## src/rtl/sap_clk_pkg.sv

```systemverilog
// Shared state encoding for the SAP-1 clock controller.
package sap_clk_pkg;
  localparam logic [1:0] ST_PAUSED = 2'd0;
  localparam logic [1:0] ST_RUN    = 2'd1;
  localparam logic [1:0] ST_HALTED = 2'd2;

  typedef enum logic [1:0] {
    PAUSED = ST_PAUSED,
    RUN    = ST_RUN,
    HALTED = ST_HALTED
  } clk_state_e;
endpackage

```

## src/rtl/edge_rise.sv

```systemverilog
// Rising-edge detector; RST_VAL=1 keeps a level held through reset from firing.
module edge_rise #(
  parameter logic RST_VAL = 1'b1
) (
  input  logic clk,
  input  logic rst_n,
  input  logic d_i,
  output logic rise_o
);
  logic prev_q;

  always_ff @(posedge clk or negedge rst_n) begin
    if (!rst_n) prev_q <= RST_VAL;
    else        prev_q <= d_i;
  end

  assign rise_o = d_i & ~prev_q;
endmodule

```

## src/rtl/sap_clock_ctrl.sv

```systemverilog
// SAP-1 clock-enable generator: single-step, auto-run divider and HLT latch.
module sap_clock_ctrl
  import sap_clk_pkg::*;
#(
  parameter int unsigned AUTO_DIV  = 25_000_000,
  parameter int unsigned CNT_W     = 25,
  parameter int unsigned STEPCNT_W = 8
) (
  input  logic                 clk,
  input  logic                 rst_n,
  input  logic                 step_pb,
  input  logic                 run_pb,
  input  logic                 mode_auto,
  input  logic                 hlt,
  output logic                 cpu_clk_en,
  output logic                 clk_led,
  output logic                 halted,
  output logic [1:0]           state_o,
  output logic [STEPCNT_W-1:0] pulse_cnt
);
  localparam logic [CNT_W-1:0] TERM = CNT_W'(AUTO_DIV - 1);

  logic mode_s1_q, mode_s_q;
  logic step_rise, run_rise;
  clk_state_e state_q, state_d;
  logic [CNT_W-1:0] div_cnt_q, div_cnt_d;
  logic en_q, led_q, pulse;
  logic [STEPCNT_W-1:0] pcnt_q;

  always_ff @(posedge clk or negedge rst_n) begin
    if (!rst_n) begin
      mode_s1_q <= 1'b0;
      mode_s_q  <= 1'b0;
    end else begin
      mode_s1_q <= mode_auto;
      mode_s_q  <= mode_s1_q;
    end
  end

  edge_rise #(.RST_VAL(1'b1)) u_step_rise (
    .clk(clk), .rst_n(rst_n), .d_i(step_pb), .rise_o(step_rise)
  );
  edge_rise #(.RST_VAL(1'b1)) u_run_rise (
    .clk(clk), .rst_n(rst_n), .d_i(run_pb), .rise_o(run_rise)
  );

  always_comb begin
    state_d   = state_q;
    div_cnt_d = div_cnt_q;
    pulse     = 1'b0;
    // hlt overrides every event, including a terminal-count pulse
    if (hlt) begin
      state_d = HALTED;
    end else begin
      case (state_q)
        RUN: begin
          if (run_rise || !mode_s_q) begin
            state_d   = PAUSED;
            div_cnt_d = '0;
          end else if (div_cnt_q == TERM) begin
            pulse     = 1'b1;
            div_cnt_d = '0;
          end else begin
            div_cnt_d = div_cnt_q + 1'b1;
          end
        end
        HALTED: state_d = HALTED;
        default: begin
          if (run_rise && mode_s_q) begin
            state_d   = RUN;
            div_cnt_d = '0;
          end else if (step_rise) begin
            pulse = 1'b1;
          end
        end
      endcase
    end
  end

  always_ff @(posedge clk or negedge rst_n) begin
    if (!rst_n) begin
      state_q   <= PAUSED;
      div_cnt_q <= '0;
      en_q      <= 1'b0;
      led_q     <= 1'b0;
      pcnt_q    <= '0;
    end else begin
      state_q   <= state_d;
      div_cnt_q <= div_cnt_d;
      en_q      <= pulse;
      led_q     <= led_q ^ pulse;
      pcnt_q    <= pcnt_q + STEPCNT_W'(pulse);
    end
  end

  assign cpu_clk_en = en_q;
  assign clk_led    = led_q;
  assign halted     = (state_q == HALTED);
  assign state_o    = state_q;
  assign pulse_cnt  = pcnt_q;
endmodule

```

## config.mk

```make
export PLATFORM = sky130hd
export DESIGN_NAME = sap_clock_ctrl
export DESIGN_NICKNAME = d
export VERILOG_FILES = /design/src/rtl/sap_clk_pkg.sv /design/src/rtl/edge_rise.sv /design/src/rtl/sap_clock_ctrl.sv
export SDC_FILE = /design/constraint.sdc
export NUM_CORES = 1
export LEC_CHECK = 0
export ABC_AREA = 1
export CAP_MARGIN = 20
export CORE_ASPECT_RATIO = 0.6
export CORE_UTILIZATION = 30
export CTS_CLUSTER_DIAMETER = 150
export DETAILED_ROUTE_END_ITERATION = 16
export PLACE_DENSITY = 0.47
export SYNTH_ARGS = -nofsm -noshare
export SYNTH_HDL_FRONTEND = slang
export SYNTH_SLANG_ARGS = --single-unit
```

## constraint.sdc

```tcl
create_clock -name clk -period 5.9 [get_ports clk]
set_input_delay 0.885 -clock clk [delete_from_list [all_inputs] [get_ports clk]]
set_output_delay 0.885 -clock clk [all_outputs]
set_load 0.1 [all_outputs]
```

Word-level counts from Yosys, hierarchy flattened

Index checks and enable logic that the tools add are counted.

Latch bits: 0
Output and inout port bits: 13
Bits of input ports: 6
Memory bits (writable): 0
Flip-flop bits (word level): 41
ROM bits: 0
Word-level logic and storage cells: 43
Memories: 0

Equality and inequality tests: 4
$mul: 0
Add/sub/neg operators: 2
Shift operators: 0
Div/mod/pow operators: 0
Bitwise gates (word level): 7
Multiplexer cells: 14
Order comparisons: 0
Reduce and logical (&&, ||, !) cells: 7

Operators by type and width:

| cell                                                            | count |
|---|---|
| 25-bit two-way mux                                              | 3 |
| 25-bit one-hot mux with 2 select lines                          | 1 |
| 25-bit by 1-bit adder with 25-bit output, second input constant | 1 |
| 25-bit == test, second input constant                           | 1 |
| 8-bit by 1-bit adder with 8-bit output                          | 1 |
| 2-bit two-way mux                                               | 3 |
| 1-bit two-way mux                                               | 5 |
| 1-bit NOT                                                       | 4 |
| 2-bit one-hot mux with 2 select lines                           | 1 |
| 4-bit nonzero test                                              | 1 |
| 3-bit inequality test, second input constant                    | 1 |
| 3-bit AND reduction                                             | 1 |
| 1-bit bitwise AND                                               | 2 |
| 2-bit by 1-bit == test with 1-bit output, second input constant | 1 |
| 2-bit == test, second input constant                            | 1 |
| 1-bit one-hot mux with 2 select lines                           | 1 |
| 2-bit AND reduction                                             | 1 |
| 2-bit nonzero test                                              | 1 |
| 1-bit logical AND                                               | 1 |
| 1-bit zero test                                                 | 1 |
| 1-bit logical OR                                                | 1 |
| 1-bit bitwise XOR                                               | 1 |

Longest topological paths before layout

Depth after elaboration: 7
Gate-level depth with buffers: 13
Depth with buffers taken out: 13

Hierarchy

Synthesis repeated with hierarchy kept, for this count alone.

Cell total of the unflattened synthesis: 310
Area total of the unflattened synthesis: 2353.5 µm²

Modules (own cells, without submodules):

| module         | sequential area each (µm²) | cells each | instances | area each (µm²) |
|---|---|---|---|---|
| sap_clock_ctrl | 975.9                      | 304        | 1         | 2280.9 |
| edge_rise      | 26.3                       | 3          | 2         | 36.3 |

Worst setup path before layout

Ideal clock, no wire load.

Path kind: flip-flop to flip-flop
From: register state_q[1] (netlist: state_o[1])
To: register div_cnt_q[11]
Path buffers: 1
Data required time: 5.782 ns
Setup slack: 3.079 ns
Arrival: 2.703 ns
Stages on the path, launching flop included: 9
Period minus slack after synthesis: 2.821 ns
Setup time: 0.118 ns
Path through: dfrtp_1 -> ha_1 -> nor2_1 -> nand2_2 -> inv_1 -> buf_2 -> nand3b_1 -> xor2_1 -> nor2_1

Word-level cells in the longest chain between the ends: 3
Elaborated cells on any way between the ends: 6
Those cells by class: 2 x eq/ne; 1 x mux; 1 x bitwise; 2 x reduce/logical

RTL lines:

| item                                 | line                 | source |
|---|---|---|
| start, declared                      | sap_clock_ctrl.sv:25 | `clk_state_e state_q, state_d;` |
| start signal, assigned               | sap_clock_ctrl.sv:88 | `state_q <= state_d;` |
| 2-bit == test *                      | -                    |  |
| via halted                           | sap_clock_ctrl.sv:17 | `output logic halted,` |
| 1-bit NOT (no source line)           | -                    |  |
| 3-bit AND reduction (no source line) | -                    |  |
| end signal, assigned                 | sap_clock_ctrl.sv:89 | `div_cnt_q <= div_cnt_d;` |
| end, declared                        | sap_clock_ctrl.sv:26 | `logic [CNT_W-1:0] div_cnt_q, div_cnt_d;` |

The timed path passes the listed nets; every way through them passes the cells marked *.
A chain may end at the register's enable or synchronous reset.

Final worst setup path

From: register state_q[0] (netlist: state_o[0])
To: output port halted

Word-level cells in the longest chain between the ends: 1

RTL lines:

| item          | line                 | source |
|---|---|---|
| 2-bit == test | sap_clock_ctrl.sv:98 | `assign halted = (state_q == HALTED);` |
| end, declared | sap_clock_ctrl.sv:17 |  |

Every way passes these cells.

==> flow_summary.yaml <==
outcome:
  outcome: "finished clean"
hold_path:
  min_path_type: "reg -> reg"
  min_to: "mode_s_q$_DFF_PN0_"
  worstHoldPathCells: 0
  min-delay-start: "mode_s1_q$_DFF_PN0_"
sta:
  finalClockSkew_ps: 3.70
  finalSetupViolations: 0
  timing.final.crit_share_pct: 50.6
  setup_tns_ps: 0
  slew_headroom_pct: 35.0
  hold_viol: 0
  tightest_slew_ps: 971
  maxSlewViolCount: 0
  fin_crit_ps: 2990
  clock.fmax_mhz: 335
  rsz0062_at_grt: "no"
logic_synthesis:
  muxShareOfSynthArea_pct: 0
  synth_cells: 306
  ys_warn_count: 0
  synth_top_family_by_area: "simple AND/OR/NAND/NOR gates"
  synth_area_leaders: "dfrtp_1 (42%), nand2_1 (15%), nor2_1 (8.9%)"
  ys_seq_area_share_pct: 44.5
  ys_types: 28
  syn_area_mm2: 0.00231
  synth-simple-area-share_pct: 36.1
  synth_top_area_share_pct: 42.3
  synthXorXnorAreaFrac_pct: 7.20
  synthArstFlopShare_pct: 100
  synth_edf_count: 0
  synth_fa_ha_area_share_pct: 2.71
  synth_compound_area_share_pct: 3.20
  ys_ff_latch: 41
  ys.flop_type: "dfrtp_1"
  synth.largest_area_cell: "dfrtp_1"
  avgSynthCellArea_um2: 7.55
  syn-num-nets: 317
floorplanning:
  chipWidth_um: 115
  io-pin-count: 19
  start_util_pct: 31.4
  die_h_um: 70.0
  dieArea_mm2: 0.00807
  rows: 24
  core_mm2: 0.00736
cts:
  cts_buffers: 5
  post_cts_buffers: 0
  hold_buffers: 0
  ctsResizeCount: 0
  clock_latency_ps: 280
  clk_path_buf_depth: 2
  cts_tree: "done"
  clkTransAtPathRegs_ps: 60
  clkSinkCount: 41
  cts_max_level: 2
  root_buffer: "clkbuf_16"
worst_setup_path:
  r2r_cells: 11
  crit_chain: "inv_1 > ha_1 > clkdlybuf4s50_1"
  worstPathRequired_ps: 5020
  worstSetupPathType: "reg -> out"
  path_buf_inv: 2
  critPathLaunchType: "flip-flop"
  cp_slowest_cell: "clkdlybuf4s50_1"
  ff2ff_setup_slack_ps: 3600
  end_kind: "primary output"
  r2r-start: "u_run_rise.prev_q$_DFF_PN1_"
  critPathMaxFanout: 4
  r2r-end: "pulse_cnt[6]$_DFF_PN0_"
  critPathLaunch: "state_o[0]$_DFFE_PN0P_"
  worstPathArrival_ps: 2100
  max_stage_delay_ps: 1150
  crit_family: "buffers and inverters"
place:
  portBuffers: 18
  gp_congestion: 0.849
  dp_hpwl_mm: 4.29
  place_area_mm2: 0.00259
cells_and_area:
  nets: 339
  final_cell_mix: "nand2_1 (90), nor2_1 (55), dfrtp_1 (39)"
  layout_commonest_cell: "nand2_1"
  diodes: 0
  fin_util_pct: 37.6
  drive_gt1_share_pct: 6.69
  area_delta_synth_final_pct: 19.8
  stdcell_area_mm2: 0.00277
global_route:
  antenna_found_initial: 0
  track_usage_pct: 15.6
  grt_pass1_wl_mm: 9.45
  first_global_vias: 1804
  grt_max_degree: 42
  gr-total-overflow: 0
route:
  wirelength_mm: 5.62
  drc_errors: 0
  via_per_inst: 4.58
  vias: 1982
  drt_iter0_drc: 135
  first_pass_iters: 5
  ant_nets: 0
  wl_per_cell_um: 13.0
pwr:
  p_sw_uw: 149
  clkPwrFrac_pct: 48.3
  seqPwrFrac_pct: 45.7
  power_density_mw_per_mm2: 234
  p_leak_uw: 0.00124
  internal_power_uw: 499
  peakVddDrop_mv: 0.0873
  swShare_pct: 22.9
  combPwrFrac_pct: 6.0
flow_run:
  drv_cap: 0
-- area by class of cell --
class	count	area, um^2
fill	776	4590
multi-input combinational	229	1140
sequential	41	1030
timing repair buffer	18	175
tap	104	130
clock buffer	5	125
inverter	33	124
clock inverter	3	46.3
-- power groups by stage --
stage	Combinational, uW	Clock (uW)	Sequential [uW]
global placement	39.7	0	301
finish	39.0	313	296
CTS	40.0	324	296
floorplan	9.55	0	313
detailed placement	39.8	0	301
global route	42.8	337	297
-- stage by stage --
| step | instances | worst slack, ps | hold WS, ps | power, uW |
|---|---|---|---|---|
| 2_1_floorplan | 306 | 3080 | 331 | 323 |
| 4_1_cts | 433 | 2890 | 349 | 660 |
| 5_1_grt | 433 | 2800 | 365 | 677 |
| 3_3_place_gp | 425 | 2810 | 335 | 341 |
| 3_5_place_dp | 425 | 2720 | 336 | 341 |
| 6_report | 433 | 2910 | 346 | 648 |
-- metal layers --
layer | wire [um] | vias up | part of all wire, % | track usage [%]
met5 | 0 | - | 0 | 0
met4 | 33 | 0 | 0.59 | 3.03
met3 | 320 | 4 | 5.7 | 4.60
met2 | 1900 | 50 | 34 | 17.5
met1 | 3360 | 927 | 60 | 26.9
li1 | - | 1001 | - | -
-- state kept, by name, summed over array words and instances, names as in the netlist --
signal,cells
state_o,2
pulse_cnt,8
mode_s_q,1
mode_s1_q,1
u_run_rise.prev_q,1
cpu_clk_en,1
div_cnt_q,25
clk_led,1
u_step_rise.prev_q,1
-- how the worst max path moves through the flow --
| stage | end | slack, ps | cells past startpoint |
|---|---|---|---|
| CTS | halted | 2890 | 3 |
| global route | pulse_cnt[6]$_DFF_PN0_ | 2800 | 11 |
| detailed placement | pulse_cnt[7]$_DFF_PN0_ | 2720 | 11 |
| finish | halted | 2910 | 3 |
| floorplan | div_cnt_q[11]$_DFFE_PN0P_ | 3080 | 8 |
| global placement | pulse_cnt[7]$_DFF_PN0_ | 2810 | 11 |
-- logic make-up after synthesis --
family                   after synthesis
buffers and inverters                 36
XOR/XNOR                              19
AND/OR/NAND/NOR                      192
AO/OA/AOI/OAI                         13
flip-flops                            41
adder cells (fa/ha/maj)                5
-- cells in the mapped netlist (all sizes together) (2+ instances only) --
cell type	n
dfrtp	39
a21oi	3
xor2	12
nand2	92
buf	2
o21ai	8
ha	5
xnor2	7
nor3	8
nor2	57
dfstp	2
nand4	9
nand3	22
inv	33
nand3b	3
No activity file was read; power rests on OpenSTA's default activity.
